File: config.mk
export PLATFORM = sky130hd
export DESIGN_NAME = rssb_core
export DESIGN_NICKNAME = d
export VERILOG_FILES = /design/src/rtl/rssb_core.sv
export SDC_FILE = /design/constraint.sdc
export NUM_CORES = 1
export LEC_CHECK = 0
export CAP_MARGIN = 30
export CORE_UTILIZATION = 56
export DETAILED_ROUTE_END_ITERATION = 10
export PLACE_DENSITY = 0.77
export SYNTH_ARGS = -nofsm -noshare
export SYNTH_HDL_FRONTEND = slang
export SYNTH_SLANG_ARGS = --single-unit
File: constraint.sdc
create_clock -name clk -period 2.95 [get_ports clk]
set_clock_uncertainty 0.15 [all_clocks]
set_input_delay 0.59 -clock clk [delete_from_list [all_inputs] [get_ports clk]]
set_output_delay 0.59 -clock clk [all_outputs]
set_load 0.02 [all_outputs]
File: src/rtl/rssb_core.sv
// rssb_core: self-sequencing RSSB (reverse-subtract, skip-if-borrow) engine with internal word memory.
// Optional output port enabled by defining RSSB_OUT_EN.
module rssb_core #(
    parameter int BW       = 8,
    parameter int AW       = 4,
    parameter int OUT_ADDR = (1 << AW) - 2
) (
    input  logic          clk,
    input  logic          rst,
    input  logic          ena,
    input  logic          start,
    input  logic          ld_we,
    input  logic [AW-1:0] ld_addr,
    input  logic [BW-1:0] ld_data,
    output logic          busy,
    output logic          halted,
    output logic          flag,
    output logic [BW-1:0] acc,
    output logic [AW-1:0] pc,
    output logic          out_valid,
    output logic [BW-1:0] out_data
);

    localparam int DEPTH = 1 << AW;
`ifdef RSSB_OUT_EN
    localparam bit OUT_EN = 1'b1;
`else
    localparam bit OUT_EN = 1'b0;
`endif

    typedef enum logic [2:0] {S_IDLE, S_FETCH, S_READ, S_EXEC, S_HALT} state_t;

    state_t        r_state;
    logic [BW-1:0] r_mem [DEPTH];
    logic [AW-1:0] r_pc;
    logic [AW-1:0] r_ir;
    logic [BW-1:0] r_acc;
    logic [BW-1:0] r_opnd;
    logic          r_flag;
    logic          r_busy;
    logic          r_halted;
    logic          r_out_valid;
    logic [BW-1:0] r_out_data;

    // Subtract at BW+1 bits so the top bit is the borrow.
    logic [BW:0]   w_sub;
    logic          w_borrow;
    logic [BW-1:0] w_diff;
    logic [AW-1:0] w_pc_next;

    assign w_sub     = {1'b0, r_opnd} - {1'b0, r_acc};
    assign w_borrow  = w_sub[BW];
    assign w_diff    = w_sub[BW-1:0];
    assign w_pc_next = r_pc + (w_borrow ? AW'(2) : AW'(1));

    always_ff @(posedge clk or negedge rst) begin
        if (!rst) begin
            r_state     <= S_IDLE;
            r_pc        <= '0;
            r_ir        <= '0;
            r_acc       <= '0;
            r_opnd      <= '0;
            r_flag      <= 1'b0;
            r_busy      <= 1'b0;
            r_halted    <= 1'b0;
            r_out_valid <= 1'b0;
            r_out_data  <= '0;
            for (int i = 0; i < DEPTH; i++) r_mem[i] <= '0;
        end else begin
            r_out_valid <= 1'b0;
            if (ena) begin
                case (r_state)
                    S_IDLE, S_HALT: begin
                        if (ld_we) r_mem[ld_addr] <= ld_data;
                        if (start) begin
                            r_pc     <= '0;
                            r_acc    <= '0;
                            r_flag   <= 1'b0;
                            r_busy   <= 1'b1;
                            r_halted <= 1'b0;
                            r_state  <= S_FETCH;
                        end
                    end
                    S_FETCH: begin
                        r_ir    <= r_mem[r_pc][AW-1:0];
                        r_state <= S_READ;
                    end
                    S_READ: begin
                        // All-ones operand address is the halt marker.
                        if (&r_ir) begin
                            r_busy   <= 1'b0;
                            r_halted <= 1'b1;
                            r_state  <= S_HALT;
                        end else begin
                            r_opnd  <= r_mem[r_ir];
                            r_state <= S_EXEC;
                        end
                    end
                    S_EXEC: begin
                        r_mem[r_ir] <= w_diff;
                        r_acc       <= w_diff;
                        r_flag      <= w_borrow;
                        r_pc        <= w_pc_next;
                        r_state     <= S_FETCH;
                        if (OUT_EN && (r_ir == AW'(OUT_ADDR))) begin
                            r_out_valid <= 1'b1;
                            r_out_data  <= w_diff;
                        end
                    end
                    default: r_state <= S_IDLE;
                endcase
            end
        end
    end

    assign busy      = r_busy;
    assign halted    = r_halted;
    assign flag      = r_flag;
    assign acc       = r_acc;
    assign pc        = r_pc;
    assign out_valid = r_out_valid & ena;
    assign out_data  = r_out_data;

endmodule

-- Yosys cells after proc, flatten, opt, wreduce, memory -nomap -nowiden
Cells that the tools add are included.
- add/subtract/negate cells: 2
- $lt $le $gt $ge: 5
- equality and inequality tests: 7
- mux-type cells: 29
- bitwise logic cells: 4
- reductions and logical operators: 13
- operators by type and width (kind ; number):
    128-bit bitwise mux ; 2
    128-bit one-hot mux with 2 select lines ; 1
    128-bit two-way mux ; 1
    8-bit binary-select mux with 4-bit select ; 2
    8-bit demux with 4-bit select ; 2
    8-bit two-way mux ; 5
    8-bit one-hot mux with 2 select lines ; 1
    5-bit greater-or-equal comparator (second input constant) ; 3
    4-bit inverter with 5-bit output ; 3
    4-bit two-way mux ; 3
    3-bit one-hot mux with 4 select lines ; 1
    5-bit by 1-bit less-than comparator with 1-bit output (second input constant) ; 2
    3-bit AND reduction ; 3
    8-bit by 8-bit subtractor with 9-bit output ; 1
    4-bit one-hot mux with 2 select lines ; 1
    4-bit AND reduction ; 2
    3-bit by 2-bit equality test with 1-bit output (second input constant) ; 2
    3-bit two-way mux ; 2
    2-bit inequality test (second input constant) ; 3
    1-bit one-hot mux with 2 select lines ; 3
    4-bit by 2-bit adder with 4-bit output ; 1
    1-bit two-way mux ; 4
    2-bit AND reduction ; 2
    2-bit nonzero test ; 2
    other kinds (7) ; 8
- flip-flop bits (word level): 158
- input port bits: 17
- output and inout port bits: 24
- logic and storage cells: 84

-- Depth between registers and ports, before layout
Gate-level depths: netlist of the first run.
- word-level depth: 8
- depth in mapped cells: 15

-- Worst setup path after synthesis of the first run
No wires, ideal clock.
- path kind: register -> register
- start: register r_acc[0] (netlist: acc[0])
- end: register r_pc[2] (netlist: pc[2])
- library setup time: 121 ps
- data arrival time: 2856 ps
- data required time: 2679 ps
- path slack: -176 ps
- stages on the path, launching flop included: 15
- path buffers: 0
- period minus slack after synthesis: 3126 ps
- cells stage by stage: dfrtp_1 -> ha_1 -> inv_1 -> fa_1 -> a21o_1 -> a221oi_2 -> nor2_1 -> o21a_1 -> or2_2 -> ha_1 -> fa_1 -> inv_1 -> nor2_1 -> xnor2_1 -> nor2_1
- longest elaborated chain between the ends: 4
- RTL lines (element ; RTL line ; RTL):
    start, declared ; 37 ; logic [BW-1:0] r_acc;
    start signal, assigned ; 101 ; r_acc <= w_diff;
    8-bit by 8-bit subtractor with 9-bit output ; 51 ; assign w_sub = {1'b0, r_opnd} - {1'b0, r_acc};
    2-bit two-way mux ; 54 ; assign w_pc_next = r_pc + (w_borrow ? AW'(2) : AW'(1));
    4-bit by 2-bit adder with 4-bit output ; 54 ;
    4-bit one-hot mux with 2 select lines ; 72 ; case (r_state)
    end signal, assigned ; 103 ; r_pc <= w_pc_next;
    end, declared ; 35 ; logic [AW-1:0] r_pc;
Every way passes these cells.
A chain may end at the register's enable or synchronous reset.

-- Worst setup path in the final report of the first run
- start: register r_opnd[0]
- end: register r_pc[2] (netlist: pc[2])
- longest elaborated chain between the ends: 4
- RTL lines (element ; RTL line ; RTL):
    start, declared ; 38 ; logic [BW-1:0] r_opnd;
    start signal, assigned ; 95 ; r_opnd <= r_mem[r_ir];
    8-bit by 8-bit subtractor with 9-bit output ; 51 ;
    2-bit two-way mux ; 54 ;
    4-bit by 2-bit adder with 4-bit output ; 54 ;
    4-bit one-hot mux with 2 select lines ; 72 ;
Every way passes these cells.

==> impl_metrics.py, run 1 <==
metrics = {
    "outcome": {
        "status": "finished, violations left",
        "violations": "hold timing, setup timing",
    },
    "yosys": {
        "yosysWarnings": 8,
        "synth-main-ff-cell": "dfrtp_1",
        "synth_top_area_cell": "dfrtp_1",
        "synth_simple_gate_area_share_pct": 12.5,
        "yosysTopAreaCellShare_pct": 39.3,
        "async_flop_share_pct": 100,
        "synth_cells": 1015,
        "synth_top_family_by_area": "compound AO/OA/AOI/OAI gates",
        "avgSynthCellArea_sq_um": 9.91,
        "synthXorXnorAreaFrac_pct": 0.609,
        "ys_ff_latch": 158,
        "synthMuxAreaShare_pct": 14.8,
        "synth_cell_types": 63,
        "ys_top_cells_by_area": "dfrtp_1, mux4_2, mux2i_1, o21ai_0, o32a_1",
        "synthesis.area_sq_um": 10100,
        "synth_most_common_cell": "dfrtp_1",
        "synth_compound_area_share_pct": 24.1,
        "seq_area_frac_synth_pct": 39.3,
        "synth_common_cells": "dfrtp_1, nand2_1, nor2_1",
        "synthAdderAreaFrac_pct": 1.64,
        "synth-edff-count": 0,
    },
    "clock_network": {
        "htree_levels": 4,
        "clock_latency_ns": 0.43,
        "clockRootBuffer": "clkbuf_16",
        "cts_hold_buf": 0,
        "cts_tree": "done",
        "clkTransAtPathRegs_ns": 0.07,
        "cts.sinks": 158,
        "cts_buffer_depth": 2,
        "numCtsBuffers": 17,
    },
    "cells_and_area": {
        "final_layout_size_suffix_gt1_share_pct": 21.6,
        "diodes": 0,
        "final_cell_area_sq_um": 11600,
        "area_growth_pct": 15.7,
        "fin_nets": 1093,
        "nFillCells": 1366,
    },
    "worst_setup_path": {
        "cp.arrival_ns": 3.23,
        "slowest_stage": "dfrtp_1",
        "worst_path_largest_cell_delay_ns": 0.39,
        "path_class": "reg2reg",
        "worst_ep_required_time_ns": 3.12,
        "crit_path_frequent_cell": "inv_2",
        "crit_fanout": 2,
        "worst_setup_path_start_kind": "flip-flop",
        "reg2regPathDepth": 15,
        "end_kind": "flip-flop",
        "worstPathCellList": "inv_2, ha_4, inv_2, fa_2, a21o_1, a221oi_2, nor2_1, o21a_1, or2_4, ha_4, fa_2, inv_2, nor2_2, xnor2_1, nor2_1",
    },
    "routing": {
        "post-route-drc-count": 0,
        "wirelength_mm": 30.4,
        "num_vias": 9042,
        "wl_met1_mm": 12.1,
        "ant_nets": 0,
        "drt-pass1-iter-count": 5,
        "wl_met2_mm": 14.1,
        "dr_wl_met3_mm": 3.12,
        "drtIter0Drc": 1099,
        "routed_via_density": 6.94,
        "wl_per_cell_um": 23.4,
        "dr.max_layer_used": "met4",
    },
    "grt": {
        "grt_pass1_wl_mm": 47.9,
        "grt_overflow": 0,
        "grt_usage_pct": 34.5,
        "grt_max_degree": 72,
        "antenna_found_initial": 0,
        "grt_pass1_vias": 8577,
    },
    "place": {
        "dpl.hpwl_mm": 21.1,
        "io_buffers": 31,
        "placed_area_sq_um": 11000,
        "gp_congestion": 0.948,
    },
    "timing": {
        "worst_slack_ns": -0.114,
        "fin_crit_sh_pct": 104,
        "timing.final.crit_period_ns": 3.06,
        "finalHoldViolCount": 3,
        "worst_pin_slew_ns": 0.947,
        "setup_viol": 1,
        "rsz0062_at_grt": "true",
        "holdWs_ns": -0.00776,
        "fmax_mhz": 326,
        "final_max_slew_viol_count": 0,
        "slew_headroom_pct": 36.2,
    },
    "die": {
        "ios": 41,
        "die_area_sq_um": 18500,
        "dieHeight_um": 136,
        "num_rows": 48,
        "start_util_pct": 57.8,
        "die_w_um": 136,
        "core_area_sq_um": 17400,
    },
    "pwr": {
        "powerDensity_nw_per_um2": 1140,
        "p_leak_nw": 4.69,
        "peakVddDrop_uv": 2400,
        "fin_total_pwr_w": 0.0133,
    },
    "worst_hold_path": {
        "hp-class": "in2async",
    },
    "job": {
        "drv_cap": 0,
    },
}
==> registers in the layout, indices dropped and copies added, names as in the netlist <==
| register | cells |
|---|---|
| busy | 1 |
| pc | 4 |
| flag | 1 |
| acc | 8 |
| r_mem | 128 |
| r_ir | 4 |
| r_opnd | 8 |
| halted | 1 |
| r_state | 3 |
==> final timing paths <==
check | endpoint | slack [ns] | from
worst max-delay path | pc[2] | -0.11 | r_opnd[0]
worst min-delay path | halted | -0.008 | rst
worst max register to register | pc[2] | -0.11 | r_opnd[0]
worst min register to register | r_mem[68] | 0.33 | r_mem[68]
max in group asynchronous | r_mem[95] | 1.87 | rst
min in group clk | r_mem[68] | 0.33 | r_mem[68]
==> worst max-delay path: cells and delay by family, from the launching register on <==
family | cells | cell delay [ns]
compound gates | 3 | 0.65
xor+xnor | 1 | 0.20
fa+ha+maj | 4 | 0.97
buf+inv | 3 | 0.16
flops | 1 | 0.39
simple gates | 4 | 0.43
==> repair_timing <==
item	CTS	global route
resized for setup	4	7
setup endpoints to repair	3	3
buffers inserted	2	3
pin swaps	6	8
==> cell usage in the layout, fill, tap and decap left out, types with 30 or more instances in the layout <==
master	instances
o32a_1	36
buf_4	101
nand2_1	88
a21oi_1	52
nor2_1	83
inv_1	30
mux4_2	42
o21ai_0	73
mux2i_1	41
o22ai_1	30
dfrtp_1	153
o21a_1	35
clkdlybuf4s50_1	30
==> per-stage QoR <==
step | setup TNS (ns) | utilization (%) | cells | setup slack, ns
2_1_floorplan | -0.00682 | - | 1023 | -0.00682
6_report | -0.114 | 66.8 | 1302 | -0.114
5_1_grt | -0.478 | 66.8 | 1302 | -0.230
3_3_place_gp | -0.0572 | 63.0 | 1265 | -0.0572
4_1_cts | -0.200 | 66.5 | 1299 | -0.139
3_5_place_dp | -0.165 | 63.0 | 1265 | -0.165
==> report_power, final <==
group	leakage, nW	switching, W	total, W	internal, W
Combinational	2.36	0.00423	0.00727	0.00304
Sequential	2.05	0.000856	0.00383	0.00297
Clock	0.274	0.000913	0.00222	0.00131
Total	4.69	0.00600	0.0133	0.00732
==> kinds of logic (layout without fill, tap and decap cells) <==
group / count (synthesis) / count (layout)
XOR/XNOR: 7 / 7
buffers and inverters: 149 / 203
flip-flops: 158 / 158
multiplexers: 95 / 95
AO/OA/AOI/OAI: 343 / 343
adder cells (fa/ha/maj): 12 / 12
other: 1 / 9
AND/OR/NAND/NOR: 250 / 250
==> metal layers <==
metal | global-route usage [%] | vias up
met3 | 8.35 | 95
met4 | 15.1 | 0
met5 | 0 | -
met1 | 46.1 | 4456
li1 | - | 3919
met2 | 53.4 | 572
==> final cells by class <==
type / count / area (sq um) / area share [%]
clock buffers: 22 / 474 / 4.07
clock inverters: 10 / 113 / 0.967
inverters: 33 / 124 / 1.06
multi-input cells: 716 / 5500 / 47.2
flip-flops and latches: 158 / 3960 / 34.0
well taps: 225 / 282 / 2.42
repair buffers: 138 / 1190 / 10.2
Power figures use the tool's default switching activity.
==> run 2, diff against run 1 <==
SETUP_SLACK_MARGIN = 0.02   (was default)
==> results of run 2 <==
Same layout as run 1: the final DEF is identical, and so are final timing and power.
==> run 3, diff against run 2 <==
TNS_END_PERCENT = 50   (was default)
==> run 3 against run 2 <==
  * Worst setup slack gained 0.035 ns
  * Critical path type unchanged
  * Critical path depth is the same
  * Power shrank 0.89%
  * Clock-buffer cell count is the same
  * Highest routed layer unchanged
  * Critical endpoint unchanged
  * Cell count shrank 0.15%
  * Worst hold slack lost 0.0027 ns
  * Register-to-register slack gained 0.04 ns
  * Flip-flop and latch count is the same
  * The run still ends with hold timing, setup timing left
  * Core utilization shrank 0.24 points
  * Routed wire length shrank 0.30%
  * Largest power group unchanged
  * Non-clock buffer count shrank 2
==> impl_metrics.py, run 3 (synthesis gave the netlist of run 1 again) <==
metrics = {
    "cells_and_area": {
        "diodes": 0,
        "post-route-util_pct": 66.6,
        "final_cell_mix": "dfrtp_1, buf_4, nand2_1",
        "largest_register_ffs": 128,
        "area_growth_pct": 15.3,
        "final_layout_size_suffix_gt1_share_pct": 21.2,
        "top_register": "r_mem",
        "final_common_cell": "dfrtp_1",
        "fin_nets": 1091,
        "finalNonFillerCells": 1300,
    },
    "clock_network": {
        "htree_levels": 4,
        "clockRootBuffer": "clkbuf_16",
        "cts.sinks": 158,
        "cts_hold_buf": 0,
        "numCtsBuffers": 17,
        "cts_buffer_depth": 2,
        "cts_tree": "done",
        "clkTransAtPathRegs_ns": 0.06,
        "clock_latency_ns": 0.43,
    },
    "routing": {
        "post-route-drc-count": 0,
        "routed_via_density": 6.93,
        "drt-pass1-iter-count": 7,
        "drtIter0Drc": 1119,
        "num_vias": 9003,
        "wl_per_cell_um": 23.3,
        "ant_nets": 0,
        "wirelength_mm": 30.3,
    },
    "outcome": {
        "violations": "hold timing, setup timing",
        "status": "finished, violations left",
    },
    "place": {
        "io_buffers": 31,
        "dp_cells": 1265,
        "gp_congestion": 0.948,
        "dpl.hpwl_mm": 21.1,
    },
    "grt": {
        "grt_pass1_vias": 8583,
        "grt-busiest-layer": "met2",
        "grt_usage_pct": 34.5,
        "grt_max_degree": 72,
        "met2_usage_pct": 53.4,
        "use_met3_pct": 8.46,
        "use_met1_pct": 46.1,
        "antenna_found_initial": 0,
        "grt_pass1_wl_mm": 47.9,
        "grt_overflow": 0,
    },
    "timing": {
        "holdWs_ns": -0.0104,
        "worst_pin_slew_ns": 0.825,
        "final_max_slew_viol_count": 0,
        "fin_crit_sh_pct": 103,
        "timing.final.crit_period_ns": 3.03,
        "rsz0062_at_grt": "true",
        "setup_viol": 1,
        "finalHoldViolCount": 6,
        "worst_slack_ns": -0.0789,
        "fmax_mhz": 330,
        "slew_headroom_pct": 44.4,
    },
    "worst_setup_path": {
        "cp.arrival_ns": 3.20,
        "worst_setup_path_start_kind": "flip-flop",
        "reg2regPathDepth": 15,
        "end_kind": "flip-flop",
        "crit_fanout": 2,
        "worst_ep_required_time_ns": 3.12,
        "path_class": "reg2reg",
    },
    "worst_hold_path": {
        "hp-class": "in2async",
    },
    "die": {
        "start_util_pct": 57.8,
        "ios": 41,
        "die_w_um": 136,
        "dieHeight_um": 136,
        "num_rows": 48,
        "die_area_sq_um": 18500,
        "core_area_sq_um": 17400,
    },
    "pwr": {
        "p_leak_nw": 4.67,
        "peakVddDrop_uv": 2380,
        "powerDensity_nw_per_um2": 1140,
    },
    "job": {
        "drv_cap": 0,
    },
}
==> run 3: path summary, 6_finish.rpt <==
| path | start | endpoint | slack, ns |
|---|---|---|---|
| worst min-delay path | rst | halted | -0.01 |
| worst min register to register | r_mem[12] | r_mem[12] | 0.33 |
| worst max register to register | r_opnd[0] | pc[2] | -0.08 |
| max in group asynchronous | rst | r_mem[95] | 1.88 |
| worst max-delay path | r_opnd[0] | pc[2] | -0.08 |
| min in group clk | r_mem[12] | r_mem[12] | 0.33 |
==> run 3: metrics by stage <==
stage,power [W],cell area (sq um),hold WS [ns],setup WS [ns],setup TNS [ns]
6_report,0.0132,11600,-0.0104,-0.0789,-0.0789
5_1_grt,0.0138,11600,0.0498,-0.216,-0.457
4_1_cts,0.0130,11600,0.0191,-0.145,-0.213
3_5_place_dp,0.0107,11000,0.318,-0.165,-0.165
3_3_place_gp,0.0105,11000,0.309,-0.0572,-0.0572
2_1_floorplan,0.00815,10100,0.144,-0.00682,-0.00682
==> run 3: routing by layer <==
| metal | vias to the layer above | part of all wire, % |
|---|---|---|
| met5 | - | 0 |
| met3 | 88 | 9.8 |
| met1 | 4460 | 40 |
| li1 | 3909 | - |
| met4 | 0 | 3.3 |
| met2 | 546 | 47 |
==> run 3: area by class of cell <==
| type | count | area, sq um |
|---|---|---|
| fillers | 1377 | 5820 |
| repair buffers | 136 | 1170 |
| inverters | 33 | 124 |
| clock inverters | 10 | 113 |
| flip-flops and latches | 158 | 3960 |
| clock buffers | 22 | 474 |
| multi-input cells | 716 | 5470 |
| well taps | 225 | 282 |
==> run 3: what timing repair did <==
item | 4_1_cts | 5_1_grt
setup endpoints to repair | 3 | 3
setup buffers | 1 | 2
gates resized for setup | 4 | 3
pin swaps | 6 | 4
==> run 3: worst max-delay path, cell delays in order, from the launching register on <==
cell and delay (ns):
dfrtp_1 0.39, inv_2 0.07, ha_4 0.13, inv_2 0.03, fa_2 0.33, a21o_1 0.19, a221oi_2 0.26, nor2_1 0.07
o21a_1 0.19, or2_4 0.24, ha_4 0.16, fa_2 0.34, inv_2 0.06, nor2_2 0.04, xnor2_1 0.19, nor2_1 0.08
==> run 3: power by group <==
group	internal, W	leakage [nW]	switching [W]
registers	0.00297	2.05	0.000856
clock network	0.00131	0.274	0.000917
logic	0.00298	2.35	0.00417
